`src/rtl/corr_pkg.sv`:
```
// Shared definitions for the correlator front end: signal spacing limits,
// data widths, default bin length and the saturating-arithmetic helpers.
package corr_pkg;

  localparam int MIN_SIG_SPACING = 32;
  localparam int MAX_BIN_CYCLES  = 65535;
  localparam int CORR_DATA_W     = 8;
  localparam int DEF_BIN_CYCLES  = 50;
  localparam int BIN_CNT_W       = 16;
  localparam int OVF_CNT_W       = 16;

  // Whether the bin timer is allowed to advance this cycle.
  typedef enum logic [0:0] {
    BIN_HELD    = 1'b0,
    BIN_RUNNING = 1'b1
  } bin_mode_e;

  // Saturating add, decision half: reports whether a + b would exceed maxVal.
  // The sum is formed one bit wider, so it cannot wrap for any 32-bit
  // operands and the caller can clamp to maxVal when this returns 1.
  function automatic logic satAddOver(input logic [31:0] a,
                                      input logic [31:0] b,
                                      input logic [31:0] maxVal);
    logic [32:0] sum;
    sum = {1'b0, a} + {1'b0, b};
    return sum > {1'b0, maxVal};
  endfunction

  // Saturating increment for the 16-bit event counters; sticks at all-ones.
  function automatic logic [OVF_CNT_W-1:0] satInc(input logic [OVF_CNT_W-1:0] a);
    return (a == {OVF_CNT_W{1'b1}}) ? a : a + OVF_CNT_W'(1);
  endfunction

endpackage

```
`src/rtl/pulse_sync_edge.sv`:
```
// Brings an asynchronous level into the clk domain through two flops and
// flags its rising edge with a third history flop. A rising edge first
// sampled at clk edge k shows up on o_rise during the cycle after edge k+1.
module pulse_sync_edge (
  input  logic clk,
  input  logic rst,
  input  logic i_async,
  output logic o_rise
);

  logic r_sync1;
  logic r_sync2;
  logic r_sync3;

  // Synchronizer chain plus history flop; these keep running regardless of
  // any enable in the parent so the edge history is never stale.
  always_ff @(posedge clk) begin
    if (rst) begin
      r_sync1 <= 1'b0;
      r_sync2 <= 1'b0;
      r_sync3 <= 1'b0;
    end else begin
      r_sync1 <= i_async;
      r_sync2 <= r_sync1;
      r_sync3 <= r_sync2;
    end
  end

  assign o_rise = r_sync2 & ~r_sync3;

endmodule

```
`src/rtl/photon_binner.sv`:
```
// Photon binner: counts synchronized detector pulses into fixed bins of
// BIN_CYCLES clocks and emits each closed bin as a count plus a one-cycle
// strobe for the correlator. Define PHOTON_BINNER_OVF_CNT_EN to add the
// ovf_cnt port counting saturated bins.
// rst_n is an active-high synchronous reset despite its name.
module photon_binner
  import corr_pkg::*;
#(
  parameter int BIN_CYCLES = DEF_BIN_CYCLES,
  parameter int CNT_W      = CORR_DATA_W
) (
  input  logic             clk,
  input  logic             rst_n,
  input  logic             en,
  input  logic             photon,
  output logic [CNT_W-1:0] bin_data,
  output logic             bin_sig,
  output logic             bin_sat
`ifdef PHOTON_BINNER_OVF_CNT_EN
  ,
  output logic [OVF_CNT_W-1:0] ovf_cnt
`endif
);

  localparam logic [BIN_CNT_W-1:0] BIN_LAST = BIN_CNT_W'(BIN_CYCLES - 1);
  localparam logic [CNT_W-1:0]     ACC_MAX  = {CNT_W{1'b1}};

  // The correlator cannot take strobes closer than MIN_SIG_SPACING apart,
  // and the bin timer is only BIN_CNT_W bits wide.
  if (BIN_CYCLES < MIN_SIG_SPACING) begin : g_binTooShort
    $error("photon_binner: BIN_CYCLES below minimum strobe spacing");
  end
  if (BIN_CYCLES > MAX_BIN_CYCLES) begin : g_binTooLong
    $error("photon_binner: BIN_CYCLES exceeds bin timer range");
  end
  if (CNT_W < 1 || CNT_W > 32) begin : g_badCntW
    $error("photon_binner: CNT_W must be 1..32");
  end

  bin_mode_e             w_mode;
  logic                  w_rise;
  logic                  w_close;
  logic                  w_accOver;
  logic                  w_binOver;
  logic [CNT_W-1:0]      w_accNext;

  logic [BIN_CNT_W-1:0]  r_binCnt;
  logic [CNT_W-1:0]      r_acc;
  logic                  r_accSat;
  logic [CNT_W-1:0]      r_binData;
  logic                  r_binSig;
  logic                  r_binSat;

  pulse_sync_edge u_photonSync (
    .clk     (clk),
    .rst     (rst_n),
    .i_async (photon),
    .o_rise  (w_rise)
  );

  assign w_mode    = en ? BIN_RUNNING : BIN_HELD;
  assign w_close   = (w_mode == BIN_RUNNING) && (r_binCnt == BIN_LAST);

  // An edge arriving in the close cycle is folded into the closing bin, so
  // the saturating sum below feeds both the accumulator and the output.
  assign w_accOver = satAddOver(32'(r_acc), 32'(w_rise), 32'(ACC_MAX));
  assign w_accNext = w_accOver ? ACC_MAX : r_acc + CNT_W'(w_rise);
  assign w_binOver = r_accSat | w_accOver;

  // Bin timer: free-runs 0..BIN_CYCLES-1 while enabled, parked at 0 otherwise
  // so that re-enabling always opens a fresh full-length bin.
  always_ff @(posedge clk) begin
    if (rst_n) begin
      r_binCnt <= '0;
    end else if (w_mode == BIN_HELD || w_close) begin
      r_binCnt <= '0;
    end else begin
      r_binCnt <= r_binCnt + BIN_CNT_W'(1);
    end
  end

  // Photon accumulator with a sticky flag remembering that the running
  // count has clipped; both restart at every close and while disabled.
  always_ff @(posedge clk) begin
    if (rst_n) begin
      r_acc    <= '0;
      r_accSat <= 1'b0;
    end else if (w_mode == BIN_HELD || w_close) begin
      r_acc    <= '0;
      r_accSat <= 1'b0;
    end else begin
      r_acc    <= w_accNext;
      r_accSat <= w_binOver;
    end
  end

  // Output register: publish the closing bin and pulse the strobe; count and
  // saturation flag hold between strobes and across disabled periods.
  always_ff @(posedge clk) begin
    if (rst_n) begin
      r_binData <= '0;
      r_binSig  <= 1'b0;
      r_binSat  <= 1'b0;
    end else begin
      r_binSig <= w_close;
      if (w_close) begin
        r_binData <= w_accNext;
        r_binSat  <= w_binOver;
      end
    end
  end

  assign bin_data = r_binData;
  assign bin_sig  = r_binSig;
  assign bin_sat  = r_binSat;

`ifdef PHOTON_BINNER_OVF_CNT_EN
  logic [OVF_CNT_W-1:0] r_ovfCnt;

  // Saturated-bin tally; deliberately untouched by en so it survives pauses.
  always_ff @(posedge clk) begin
    if (rst_n) begin
      r_ovfCnt <= '0;
    end else if (w_close && w_binOver) begin
      r_ovfCnt <= satInc(r_ovfCnt);
    end
  end

  assign ovf_cnt = r_ovfCnt;
`endif

endmodule

```
`config.mk`:
```
export PLATFORM = sky130hd
export DESIGN_NAME = photon_binner
export DESIGN_NICKNAME = d
export VERILOG_FILES = /design/src/rtl/corr_pkg.sv /design/src/rtl/pulse_sync_edge.sv /design/src/rtl/photon_binner.sv
export SDC_FILE = /design/constraint.sdc
export NUM_CORES = 1
export LEC_CHECK = 0
export ABC_AREA = 1
export BUFFER_PORTS_ARGS = -buffer_cell sky130_fd_sc_hd__buf_2
export CORE_MARGIN = 3
export CORE_UTILIZATION = 47
export DETAILED_ROUTE_END_ITERATION = 16
export PLACE_DENSITY = 0.72
export SKIP_LAST_GASP = 1
export SYNTH_ARGS = -nofsm -noshare
export SYNTH_HDL_FRONTEND = slang
export SYNTH_HIERARCHICAL = 1
export SYNTH_SLANG_ARGS = --single-unit
```
`constraint.sdc`:
```
create_clock -name clk -period 3.07 [get_ports clk]
set_input_delay 0.307 -clock clk [delete_from_list [all_inputs] [get_ports clk]]
set_output_delay 0.307 -clock clk [all_outputs]
set_load 0.02 [all_outputs]
```
======== After elaboration in Yosys (flattened, before gate mapping) ========
Cells that the tools add are included.
word-level totals
  bits in registers ....................... 38
  word-level logic and storage cells ...... 23
  input port bits ......................... 4
  output and inout bits ................... 10
operators by class
  equal/unequal tests ..................... 1
  muxes and demuxes ....................... 2
  magnitude comparators ................... 1
  reduce and logical (&&, ||, !) cells .... 3
  add/sub/neg operators ................... 3
  bitwise logic cells ..................... 4
operators by type and width
  cell                                                                              number
  16-bit by 1-bit adder with 16-bit output (second input constant)                  1
  16-bit by 6-bit equality test with 1-bit output (second input constant)           1
  8-bit by 1-bit adder with 9-bit output                                            1
  9-bit by 8-bit greater-than comparator with 1-bit output (second input constant)  1
  8-bit by 1-bit adder with 8-bit output                                            1
  8-bit 2-to-1 mux                                                                  1
  1-bit inverter                                                                    2
  2-bit OR reduction                                                                1
  1-bit AND                                                                         1
  1-bit logical AND                                                                 1
  1-bit logical OR                                                                  1
  1-bit 2-to-1 mux                                                                  1
  1-bit OR                                                                          1

======== Longest topological paths before layout ========
  depth in word-level cells ............... 5
  gate-level depth with buffers ........... 11

======== By module ========
The synthesis kept the hierarchy.
by module, submodules not included
  module           instances  area an instance (µm²)  cells an instance  seq. area each (µm²)
  photon_binner    1          1,730.4                 246                700.7
  pulse_sync_edge  1          86.3                    10                 60.1

======== Least setup slack after synthesis ========
Ideal clock, no wire load.
  path type ............................... register -> register
  from .................................... reg u_photonSync.r_sync2
  to ...................................... reg r_binData[3], in the netlist bin_data[3]
  arrival time ............................ 1.266 ns
  setup slack ............................. 1.741 ns
  required time ........................... 3.006 ns
  period minus slack after synthesis ...... 1.329 ns
  stages on the path, launching flop included .. 11
  path buffers ............................ 1
  library setup time ...................... 0.064 ns
  cells stage by stage .................... dfxtp_1 > inv_1 > nor2_1 > ha_1 > nand2_1 > nor2_4 > nand3_4 > buf_6 > nand2_1 > nor2_1 > nor2_1
between the ends
  longest elaborated chain between the ends .. 4
  elaborated cells on any way between the ends .. 5
ends and longest elaborated chain
  element                                                   RTL line               source
  start, declared                                           pulse_sync_edge.sv:12  logic r_sync2;
  start signal, assigned                                    pulse_sync_edge.sv:24  r_sync2 <= r_sync1;
  1-bit AND (*)                                             pulse_sync_edge.sv:29  assign o_rise = r_sync2 & ~r_sync3;
  named net w_rise                                          photon_binner.sv:41    logic w_rise;
  8-bit by 1-bit adder with 9-bit output                    corr_pkg.sv:25         sum = {1'b0, a} + {1'b0, b};
  9-bit by 8-bit greater-than comparator with 1-bit output  corr_pkg.sv:26         return sum > {1'b0, maxVal};
  8-bit 2-to-1 mux (*)                                      photon_binner.sv:67    assign w_accNext = w_accOver ? ACC_MAX : r_acc + CNT_W'(w_rise);
  end signal, assigned                                      photon_binner.sv:107   r_binData <= w_accNext;
  end, declared                                             photon_binner.sv:50    logic [CNT_W-1:0] r_binData;
Mark *: on every way through the listed nets, which the timed path passes. The rest lies on a longest branch.
A chain may end at the register's enable or synchronous reset.

======== Final worst setup path ========
  from .................................... reg r_binCnt[1]
  to ...................................... reg r_binCnt[4]
between the ends
  longest elaborated chain between the ends .. 4
  elaborated cells on any way between the ends .. 5
ends and longest elaborated chain
  element                                                                           RTL line             source
  start, declared                                                                   photon_binner.sv:47  logic [BIN_CNT_W-1:0] r_binCnt;
  start signal, assigned                                                            photon_binner.sv:78  r_binCnt <= r_binCnt + BIN_CNT_W'(1);
  branches (longest 4 deep; another with 16-bit by 1-bit adder with 16-bit output)  --
Several ways; the timed one is not identified.

==> flow_metrics.env <==
export IMPL_avgSynthCellArea_um2=7.10
export IMPL_ant_nets=0
export IMPL_end_kind="flip-flop"
export IMPL_antenna_cells=0
export IMPL_power_mw=0.874
export IMPL_min_path_type="in -> reg"
export IMPL_finalWirelength_mm=3.11
export IMPL_port_buffers=13
export IMPL_p_sw_mw=0.193
export IMPL_clockPowerShare_pct=40.8
export IMPL_fin_ws_ns=1.44
export IMPL_status="finished clean"
export IMPL_fin_nets=279
export IMPL_critPathKind="reg -> reg"
export IMPL_dieWidth_um=68.2
export IMPL_vias=1517
export IMPL_critPathBufInv=1
export IMPL_clk_latency_ns=0.29
export IMPL_yosysSeqAreaShare_pct=41.9
export IMPL_async_flop_share_pct=0
export IMPL_grt_max_degree=26
export IMPL_maxSlewViolCount=0
export IMPL_fin_crit_ns=1.63
export IMPL_tns_ns=0
export IMPL_intPower_mw=0.681
export IMPL_cts_tree="done"
export IMPL_holdWs_ns=0.203
export IMPL_drc=0
export IMPL_cts_root_buf="clkbuf_8"
export IMPL_maxCapViolCount=0
export IMPL_vias_per_cell=4.77
export IMPL_grt_pass1_vias=1320
export IMPL_synth_seq_cells=38
export IMPL_h_tree_depth=2
export IMPL_drt_iter0_drc=69
export IMPL_dp_hpwl_mm=2.24
export IMPL_path_clk_slew_ns=0.07
export IMPL_grt_pass1_wl_mm=5.68
export IMPL_netlist_area_mm2=0.00182
export IMPL_dieArea_mm2=0.00465
export IMPL_synth_edff_count=0
export IMPL_synthCells=256
export IMPL_yosysWarnings=6
export IMPL_r2r_cells=7
export IMPL_post_place_ws_ns=1.46
export IMPL_relSlewSlack_pct=66.1
export IMPL_synth_fp_nets=264
export IMPL_grt_overflow_total=0
export IMPL_fp_coreArea_mm2=0.00352
export IMPL_holdPathStages=2
export IMPL_gr_usage_all_layers_pct=16.4
export IMPL_syn_to_final_growth_pct=9.50
export IMPL_cp_depth=7
export IMPL_seqPwrFrac_pct=56.9
export IMPL_switching_share_pct=22.1
export IMPL_cts_resized=0
export IMPL_critPathSlowestCell="nand3_2"
export IMPL_powerDensity_mw_per_mm2=440
export IMPL_worstPathMaxFanout=25
export IMPL_first_pass_iters=4
export IMPL_fmax_mhz=614
export IMPL_cts_hold_buf=0
export IMPL_drive_gt1_share_pct=13.2
export IMPL_peakVddDrop_v=0.000271
export IMPL_gp_congestion=0.784
export IMPL_min_from="rst_n"
export IMPL_pwr_share_comb_pct=2.2
export IMPL_post_route_period_util_pct=53.0
export IMPL_worstReg2RegStart="r_binCnt[1]$_SDFF_PP0_"
export IMPL_slowest_delay_ns=0.39
export IMPL_ys_types=23
export IMPL_wl_per_cell_um=9.79
export IMPL_hold_violations=0
export IMPL_row_count=21
export IMPL_cp_top_family="simple AND/OR/NAND/NOR gates"
export IMPL_rsz0062_at_grt="false"
export IMPL_crit_required_ns=3.28
export IMPL_cts_buffer_depth=2
export IMPL_numCtsBuffers=5
export IMPL_synth_main_ff_cell="dfxtp_1"
export IMPL_worstMarginPinSlew_ns=0.508
export IMPL_worstPathCellList="inv_1, ha_1, nand3_1, nor2_4, nand2_2, nand3_2, a21oi_1"
export IMPL_leakage_nw=0.851
export IMPL_ioPinCount=14
export IMPL_die_h_um=68.2
export IMPL_setup_violations=0
export IMPL_finalClockSkew_ns=0.00654
export IMPL_post_cts_setup_buffer_count=0
export IMPL_clock_sinks=38
export IMPL_worstPathArrival_ns=1.83
export IMPL_worst_setup_path_start_kind="flip-flop"
export IMPL_start_util_pct=51.6
export IMPL_antenna_found_initial=0
export IMPL_startpoint="r_binCnt[1]$_SDFF_PP0_"
## synthesized netlist by cell type (3+ instances only)
master,count,share of area (%)
nand2_2,5,1.7
dfxtp_1,38,42
xnor2_1,4,1.9
nand4_1,5,1.7
ha_1,4,2.8
inv_1,30,6.2
nor2_1,50,10
nor2_4,4,2.5
a21oi_1,17,4.7
buf_4,3,1.2
nand3_1,13,3.6
or2_1,3,1.0
nand2_1,65,13
## metrics by stage
stage | cells | area [um2] | util, %
2_1_floorplan | 256 | 1820 | -
3_3_place_gp | 310 | 1890 | 53.8
3_5_place_dp | 310 | 1890 | 53.8
4_1_cts | 318 | 1990 | 56.5
5_1_grt | 318 | 1990 | 56.5
6_report | 318 | 1990 | 56.5
## worst reg2reg max path, stage by stage (launching register included)
cell and delay (ns):
dfxtp_1 0.38, inv_1 0.07, ha_1 0.17, nand3_1 0.12, nor2_4 0.07, nand2_2 0.08
nand3_2 0.39, a21oi_1 0.27
## power groups by stage
stage	combinational, mW	clock [mW]	sequential (mW)
4_1_cts	0.0198	0.370	0.498
3_5_place_dp	0.0198	0	0.509
6_report	0.0194	0.357	0.498
5_1_grt	0.0224	0.381	0.498
2_1_floorplan	0.0158	0	0.509
3_3_place_gp	0.0193	0	0.509
## cell usage in the layout, fill, tap and decap left out
master and instances:
ha_1 4, dfxtp_1 38, clkbuf_8 6, nand4_1 5, nor2b_1 2, nand3_2 1
nand3_4 2, nor2_1 50, nor3_1 1, nand2_1 65, a21oi_1 17, xnor2_1 4
buf_2 13, inv_2 1, xor2_1 2, or2_1 3, inv_1 30, nand3_1 13
or2_2 2, nor2_4 4, clkinv_1 1, clkinvlp_4 1, clkinv_2 1, nand2_2 5
o21ai_0 1
## layout make-up
cell class	count	area (um2)
timing repair buffer	13	65.1
multi-input combinational	181	891
fill	346	1530
clock buffer	6	82.6
sequential	38	761
tap	46	57.6
clock inverter	2	12.5
inverter	32	120
## layer usage
layer	track usage [%]	up-vias	share of wire, %
li1	-	812	-
met5	0	-	0
met4	7.69	0	1.9
met2	26.1	21	45
met3	4.93	7	3.6
met1	20.2	677	49
## cell families after synthesis
logic type	Yosys count	share of synthesized area (%)
adder cells (fa/ha/maj)	4	2.75
AND/OR/NAND/NOR	153	38.4
buffers and inverters	37	9.09
flip-flops	38	41.9
AO/OA/AOI/OAI	18	4.96
XOR/XNOR	6	2.89
## registers in the layout, summed over array words and instances (netlist names)
register / flops
r_binCnt: 16
r_accSat: 1
r_acc: 8
bin_sig: 1
u_photonSync/r_sync1: 1
u_photonSync/r_sync3: 1
bin_sat: 1
bin_data: 8
u_photonSync/r_sync2: 1
## final timing paths
path,endpoint,slack (ns)
worst max-delay path,r_binCnt[4]$_SDFF_PP0_,1.44
worst min-delay path,u_photonSync/r_sync2$_SDFF_PP0_,0.20
worst max register to register,r_binCnt[4]$_SDFF_PP0_,1.44
worst min register to register,u_photonSync/r_sync2$_SDFF_PP0_,0.41
Note: power is estimated with default switching activity, not from simulation.
